$ cat config.mk
export PLATFORM = sky130hd
export DESIGN_NAME = mpq_cmd_seq
export DESIGN_NICKNAME = d
export VERILOG_FILES = /design/src/rtl/mpq_cmd_seq.sv
export SDC_FILE = /design/constraint.sdc
export NUM_CORES = 1
export LEC_CHECK = 0
export ABC_CLOCK_PERIOD_IN_PS = 3400
export CAP_MARGIN = 20
export CORE_UTILIZATION = 25
export DETAILED_ROUTE_END_ITERATION = 12
export SETUP_SLACK_MARGIN = 0.02
export SYNTH_ARGS = -nofsm -noshare
export SYNTH_HDL_FRONTEND = slang
export SYNTH_SLANG_ARGS = --single-unit
$ cat constraint.sdc
create_clock -name clk -period 3.4 [get_ports clk]
set_input_delay 1.02 -clock clk [delete_from_list [all_inputs] [get_ports clk]]
set_output_delay 1.02 -clock clk [all_outputs]
set_load 0.03 [all_outputs]
$ cat src/rtl/mpq_cmd_seq.sv
// Stimulus sequencer for the max-priority-queue: preloads data/commands, streams data, then paces commands on busy.
// Optional watchdog on the wait states is enabled by defining MPQ_SEQ_TIMEOUT_EN.
module mpq_cmd_seq #(
    parameter int DATA_WIDTH     = 8,
    parameter int DATA_DEPTH     = 32,
    parameter int CMD_DEPTH      = 16,
    parameter int TIMEOUT_CYCLES = 1024
) (
    input  logic                  clk,
    input  logic                  rst,
    input  logic                  ld_data_valid,
    input  logic [DATA_WIDTH-1:0] ld_data,
    input  logic                  ld_cmd_valid,
    input  logic [2:0]            ld_cmd,
    input  logic [7:0]            ld_index,
    input  logic [DATA_WIDTH-1:0] ld_value,
    input  logic                  start,
    output logic                  ld_ready,
    output logic                  data_valid,
    output logic [DATA_WIDTH-1:0] data,
    output logic                  cmd_valid,
    output logic [2:0]            cmd,
    output logic [7:0]            index,
    output logic [DATA_WIDTH-1:0] value,
    input  logic                  busy,
    input  logic                  done,
    output logic                  seq_busy,
    output logic                  seq_done,
    output logic [2:0]            err_flags
);
    localparam int DAW = $clog2(DATA_DEPTH);
    localparam int CAW = $clog2(CMD_DEPTH);
    localparam int DCW = DAW + 1;
    localparam int CCW = CAW + 1;

    typedef enum logic [2:0] {
        S_LOAD, S_STREAM, S_WAIT_RDY, S_ISSUE, S_WAIT_ACC, S_WAIT_DONE, S_FINISH
    } state_t;

    typedef struct packed {
        logic [2:0]            code;
        logic [7:0]            idx;
        logic [DATA_WIDTH-1:0] val;
    } cmd_t;

    logic [DATA_WIDTH-1:0] dbuf [DATA_DEPTH];
    cmd_t                  cbuf [CMD_DEPTH];

    state_t         state_q, state_d;
    logic [DCW-1:0] dcnt_q, dcnt_d, drd_q, drd_d;
    logic [CCW-1:0] ccnt_q, ccnt_d, crd_q, crd_d;
    cmd_t           cur_q, cur_d;
    logic [2:0]     err_q, err_d;
    logic           dwr_en, cwr_en;

`ifdef MPQ_SEQ_TIMEOUT_EN
    localparam int TW = $clog2(TIMEOUT_CYCLES) + 1;
    logic [TW-1:0] tmo_q, tmo_d;
    logic          in_wait;
`endif

    always_comb begin
        state_d = state_q;
        dcnt_d  = dcnt_q;
        drd_d   = drd_q;
        ccnt_d  = ccnt_q;
        crd_d   = crd_q;
        cur_d   = cur_q;
        err_d   = err_q;
        dwr_en  = 1'b0;
        cwr_en  = 1'b0;
        case (state_q)
            S_LOAD: begin
                if (ld_data_valid) begin
                    if (dcnt_q == DCW'(DATA_DEPTH)) begin
                        err_d[0] = 1'b1;
                    end else begin
                        dwr_en = 1'b1;
                        dcnt_d = dcnt_q + 1'b1;
                    end
                end
                if (ld_cmd_valid) begin
                    if (ccnt_q == CCW'(CMD_DEPTH)) begin
                        err_d[1] = 1'b1;
                    end else begin
                        cwr_en = 1'b1;
                        ccnt_d = ccnt_q + 1'b1;
                    end
                end
                // A word written alongside start is part of the stream.
                if (start) begin
                    state_d = (dcnt_d == '0) ? S_WAIT_RDY : S_STREAM;
                end
            end
            S_STREAM: begin
                drd_d = drd_q + 1'b1;
                if (drd_q == dcnt_q - 1'b1) begin
                    state_d = S_WAIT_RDY;
                end
            end
            S_WAIT_RDY: begin
                if (!busy) begin
                    if (crd_q == ccnt_q) begin
                        state_d = S_FINISH;
                    end else begin
                        state_d = S_ISSUE;
                        cur_d   = cbuf[crd_q[CAW-1:0]];
                    end
                end
            end
            S_ISSUE: begin
                crd_d   = crd_q + 1'b1;
                state_d = S_WAIT_ACC;
            end
            S_WAIT_ACC: begin
                if (busy) begin
                    state_d = (cur_q.code == 3'd4) ? S_WAIT_DONE : S_WAIT_RDY;
                end
            end
            S_WAIT_DONE: begin
                if (done) begin
                    state_d = S_FINISH;
                end
            end
            default: ;
        endcase

`ifdef MPQ_SEQ_TIMEOUT_EN
        // Counter restarts on every state change; expiry overrides the normal transition.
        in_wait = (state_q == S_WAIT_RDY) || (state_q == S_WAIT_ACC) || (state_q == S_WAIT_DONE);
        tmo_d   = '0;
        if (in_wait && (state_d == state_q)) begin
            if (tmo_q == TW'(TIMEOUT_CYCLES - 1)) begin
                err_d[2] = 1'b1;
                state_d  = S_FINISH;
            end else begin
                tmo_d = tmo_q + 1'b1;
            end
        end
`endif
    end

    always_ff @(posedge clk or posedge rst) begin
        if (rst) begin
            state_q <= S_LOAD;
            dcnt_q  <= '0;
            drd_q   <= '0;
            ccnt_q  <= '0;
            crd_q   <= '0;
            cur_q   <= '0;
            err_q   <= '0;
        end else begin
            state_q <= state_d;
            dcnt_q  <= dcnt_d;
            drd_q   <= drd_d;
            ccnt_q  <= ccnt_d;
            crd_q   <= crd_d;
            cur_q   <= cur_d;
            err_q   <= err_d;
        end
    end

`ifdef MPQ_SEQ_TIMEOUT_EN
    always_ff @(posedge clk or posedge rst) begin
        if (rst) begin
            tmo_q <= '0;
        end else begin
            tmo_q <= tmo_d;
        end
    end
`endif

    always_ff @(posedge clk) begin
        if (dwr_en) begin
            dbuf[dcnt_q[DAW-1:0]] <= ld_data;
        end
        if (cwr_en) begin
            cbuf[ccnt_q[CAW-1:0]] <= '{code: ld_cmd, idx: ld_index, val: ld_value};
        end
    end

    assign ld_ready   = (state_q == S_LOAD);
    assign data_valid = (state_q == S_STREAM);
    assign data       = data_valid ? dbuf[drd_q[DAW-1:0]] : '0;
    assign cmd_valid  = (state_q == S_ISSUE);
    assign cmd        = cur_q.code;
    assign index      = cur_q.idx;
    assign value      = cur_q.val;
    assign seq_busy   = (state_q != S_LOAD) && (state_q != S_FINISH);
    assign seq_done   = (state_q == S_FINISH);
    assign err_flags  = err_q;

endmodule

==> flow_metrics.py <==
metrics = {
    "run_status": {
        "run_status": "complete, but fails checks",
        "failed_checks": "negative setup slack",
    },
    "sta": {
        "clock.fmax_mhz": 259,
        "setup_violations": 8,
        "period_minus_slack_ns": 3.86,
        "relSlewSlack_pct": 31.4,
        "hold_viol_final": 0,
        "fin_ws_ns": -0.459,
        "fin_skew_ns": 0.0156,
        "period_share_pct": 114,
        "slew_viol_final": 0,
        "worst-slew-pin-transition_ns": 1.03,
        "rsz0062_at_grt": "yes",
        "fin_setup_tns_ns": -3.33,
    },
    "power": {
        "switchingPower_mw": 6.48,
        "power.internal_mw": 15.8,
        "p_comb_share_pct": 30.2,
        "peakVddDrop_uv": 476,
        "powerDensity_mw_per_mm2": 770,
        "p_leak_nw": 9.20,
        "pwr-share-seq_pct": 40.4,
        "pwr-share-clk_pct": 29.4,
        "p_sw_share_pct": 29.1,
    },
    "clock_tree": {
        "clock-sinks": 606,
        "cts_tree": "built",
        "cts-root-buf": "clkbuf_16",
        "clk_pin_slew_worst_paths_ns": 0.07,
        "clk_path_buf_depth": 3,
        "cts_made_buffers": 56,
        "h-tree-depth": 2,
        "worstSkewPairLatency_ns": 0.62,
    },
    "worst_setup_path": {
        "reg2reg_depth": 8,
        "path_buf_inv": 3,
        "crit_type": "reg2out",
        "cp_data_arrival_time_ns": 2.84,
        "worstSetupPathDepth": 6,
        "slowest_stage": "mux4_2",
        "cp-start-kind": "flip-flop",
        "required_ns": 2.38,
        "max_stage_delay_ns": 0.53,
        "crit_fanout": 6,
        "worstPathCellList": "buf_12 > buf_8 > mux4_2 > mux4_2 > a22o_4 > buf_6",
        "endpoint_kind": "output port",
        "crit_family": "multiplexers",
        "crit_path_frequent_cell": "mux4_2",
    },
    "floorplanning": {
        "top_level_ports": 69,
        "core_area_mm2": 0.0939,
        "dieWidth_um": 311,
        "row_count": 112,
        "design.die.area_mm2": 0.0966,
        "start_util_pct": 25.4,
        "die-height_um": 311,
    },
    "routing": {
        "avgViaCountPerCell": 4.43,
        "postRouteAntennaNets": 0,
        "drc": 0,
        "drt_first_pass_iters": 5,
        "drt-initial-drc-count": 1100,
        "routed_wl_mm": 54.4,
        "num_vias": 11300,
        "wl_per_cell_um": 21.3,
    },
    "cells_and_area": {
        "drive_above_1_share_pct": 33.3,
        "multiInputGateArea_mm2": 0.00558,
        "finalNetCount": 1303,
        "seq_area_mm2": 0.0180,
        "layout_commonest_cell": "edfxtp_1",
        "syn2layout_area_growth_pct": 21.4,
        "final_cell_mix": "edfxtp_1 (560), mux4_2 (175), buf_4 (80)",
        "fillers": 9010,
        "finalNonFillerCells": 2561,
        "finish.utilization_pct": 30.8,
    },
    "global_route": {
        "grt_max_degree": 64,
        "met3_usage_pct": 3.01,
        "grt_usage_pct": 11.3,
        "grt_pass1_vias": 12000,
        "grt_pass1_wl_mm": 81.3,
        "use_met1_pct": 14.9,
        "met2_usage_pct": 18.5,
        "antenna_found_initial": 1,
        "overflow": 0,
        "grt-busiest-layer": "met2",
    },
    "placed_design": {
        "numPortBuffers": 67,
        "dp.cells": 2448,
        "place_ws_ns": -0.277,
        "gp_congestion": 0.761,
        "hpwl_mm": 32.3,
    },
    "logic_synthesis": {
        "synth_edf_count": 560,
        "yosys_warnings": 0,
        "synth_cells": 1087,
        "async_flop_share_pct": 7.59,
        "ys.flop_type": "edfxtp_1",
        "yosys_register_bits": 606,
        "synthesis.nets": 1132,
        "syn_area_mm2": 0.0238,
        "syn_area_per_cell_um2": 21.9,
        "seq_area_frac_synth_pct": 75.4,
        "synth.distinct_cells": 54,
    },
    "job": {
        "maxCapViolCount": 0,
    },
    "worst_hold_path": {
        "hold_path_class": "reg2reg",
        "whs_path_depth": 1,
    },
}
[kinds of logic (layout without fill, tap and decap cells)]
family	Yosys count	count (layout)	share of synthesized area [%]
flops	606	606	75.4
simple gates	133	133	2.68
mux	196	196	17.5
other cells	1	2	0.0157
buf+inv	73	292	1.59
fa+ha+maj	11	11	0.578
xor+xnor	27	27	0.992
compound gates	40	40	1.21
[routing by layer]
| metal | up-vias | routed length (um) |
|---|---|---|
| li1 | 4869 | - |
| met1 | 6068 | 22900 |
| met2 | 331 | 26500 |
| met3 | 66 | 3960 |
| met4 | 0 | 1030 |
| met5 | - | 0 |
[metrics by stage]
stage          hold WS, ns  area, um^2  power [mW]
2_1_floorplan        0.464       23800        13.6
3_3_place_gp         0.455       26800        15.6
3_5_place_dp         0.458       26800        15.7
4_1_cts              0.474       28900        22.5
5_1_grt              0.497       28900        23.3
6_report             0.471       28900        22.3
[what timing repair did]
action / CTS / global route
pin swaps: 2 / 6
hold buffers: 0 / 0
gates cloned: 3 / 1
resized for setup: 70 / 8
hold endpoints to repair: 0 / 0
buffers inserted: 3 / 0
endpoints found under the setup margin: 12 / 9
[power by group through the flow]
stage	clock network (mW)	logic, mW	registers, mW
global route	7.00	7.19	9.07
CTS	6.72	6.81	9.01
global placement	0	6.41	9.18
detailed placement	0	6.52	9.19
floorplan	0	4.51	9.08
finish	6.56	6.72	9.01
[area by class of cell]
cell class | instances | share of cell area, %
tap | 1254 | 5.42
timing repair buffer | 174 | 6.33
antenna | 1 | 0.00865
clock inverter | 42 | 1.56
multi-input combinational | 408 | 19.3
sequential | 606 | 62.1
clock buffer | 64 | 5.09
inverter | 12 | 0.156
[Yosys cell counts (7+ instances only)]
master | n | share of area (%)
xor2_1 | 7 | 0.26
nor3_1 | 10 | 0.21
edfxtp_1 | 560 | 71
nand2_1 | 30 | 0.47
buf_2 | 15 | 0.32
a22o_1 | 8 | 0.29
o21ai_0 | 7 | 0.15
mux2_2 | 20 | 0.95
clkbuf_1 | 29 | 0.46
buf_1 | 8 | 0.13
ha_1 | 11 | 0.58
mux4_2 | 175 | 17
dfrtp_1 | 46 | 4.8
inv_1 | 11 | 0.17
nand4_1 | 8 | 0.21
nor2_1 | 54 | 0.85
xnor2_1 | 20 | 0.74
[worst paths after layout]
check	from	end	slack [ns]
hold reg to reg	err_flags[1]	err_flags[1]	0.47
hold / removal	err_flags[1]	err_flags[1]	0.47
max in group asynchronous	rst	crd_q[1]	1.88
setup reg to reg	state_q[0]	cbuf[0][14]	0.74
setup / recovery	drd_q[0]	data[5]	-0.46
min in group asynchronous	rst	value[4]	0.92
[state kept, by name, indices dropped and copies added (netlist names)]
name	cells
cbuf	304
dbuf	256
index	8
value	8
dcnt_q	6
drd_q	6
ccnt_q	5
crd_q	5
cmd	3
state_q	3
err_flags	2
[worst reg2reg max path, stage by stage (launching register included)]
cell and delay (ns):
dfrtp_1 0.54, nor3_2 0.30, buf_4 0.25, nand2_1 0.15
nor2_1 0.25, buf_4 0.20, nand2_1 0.18, nor3_4 0.20
buf_4 0.30
(Power assumes the default switching activity.)
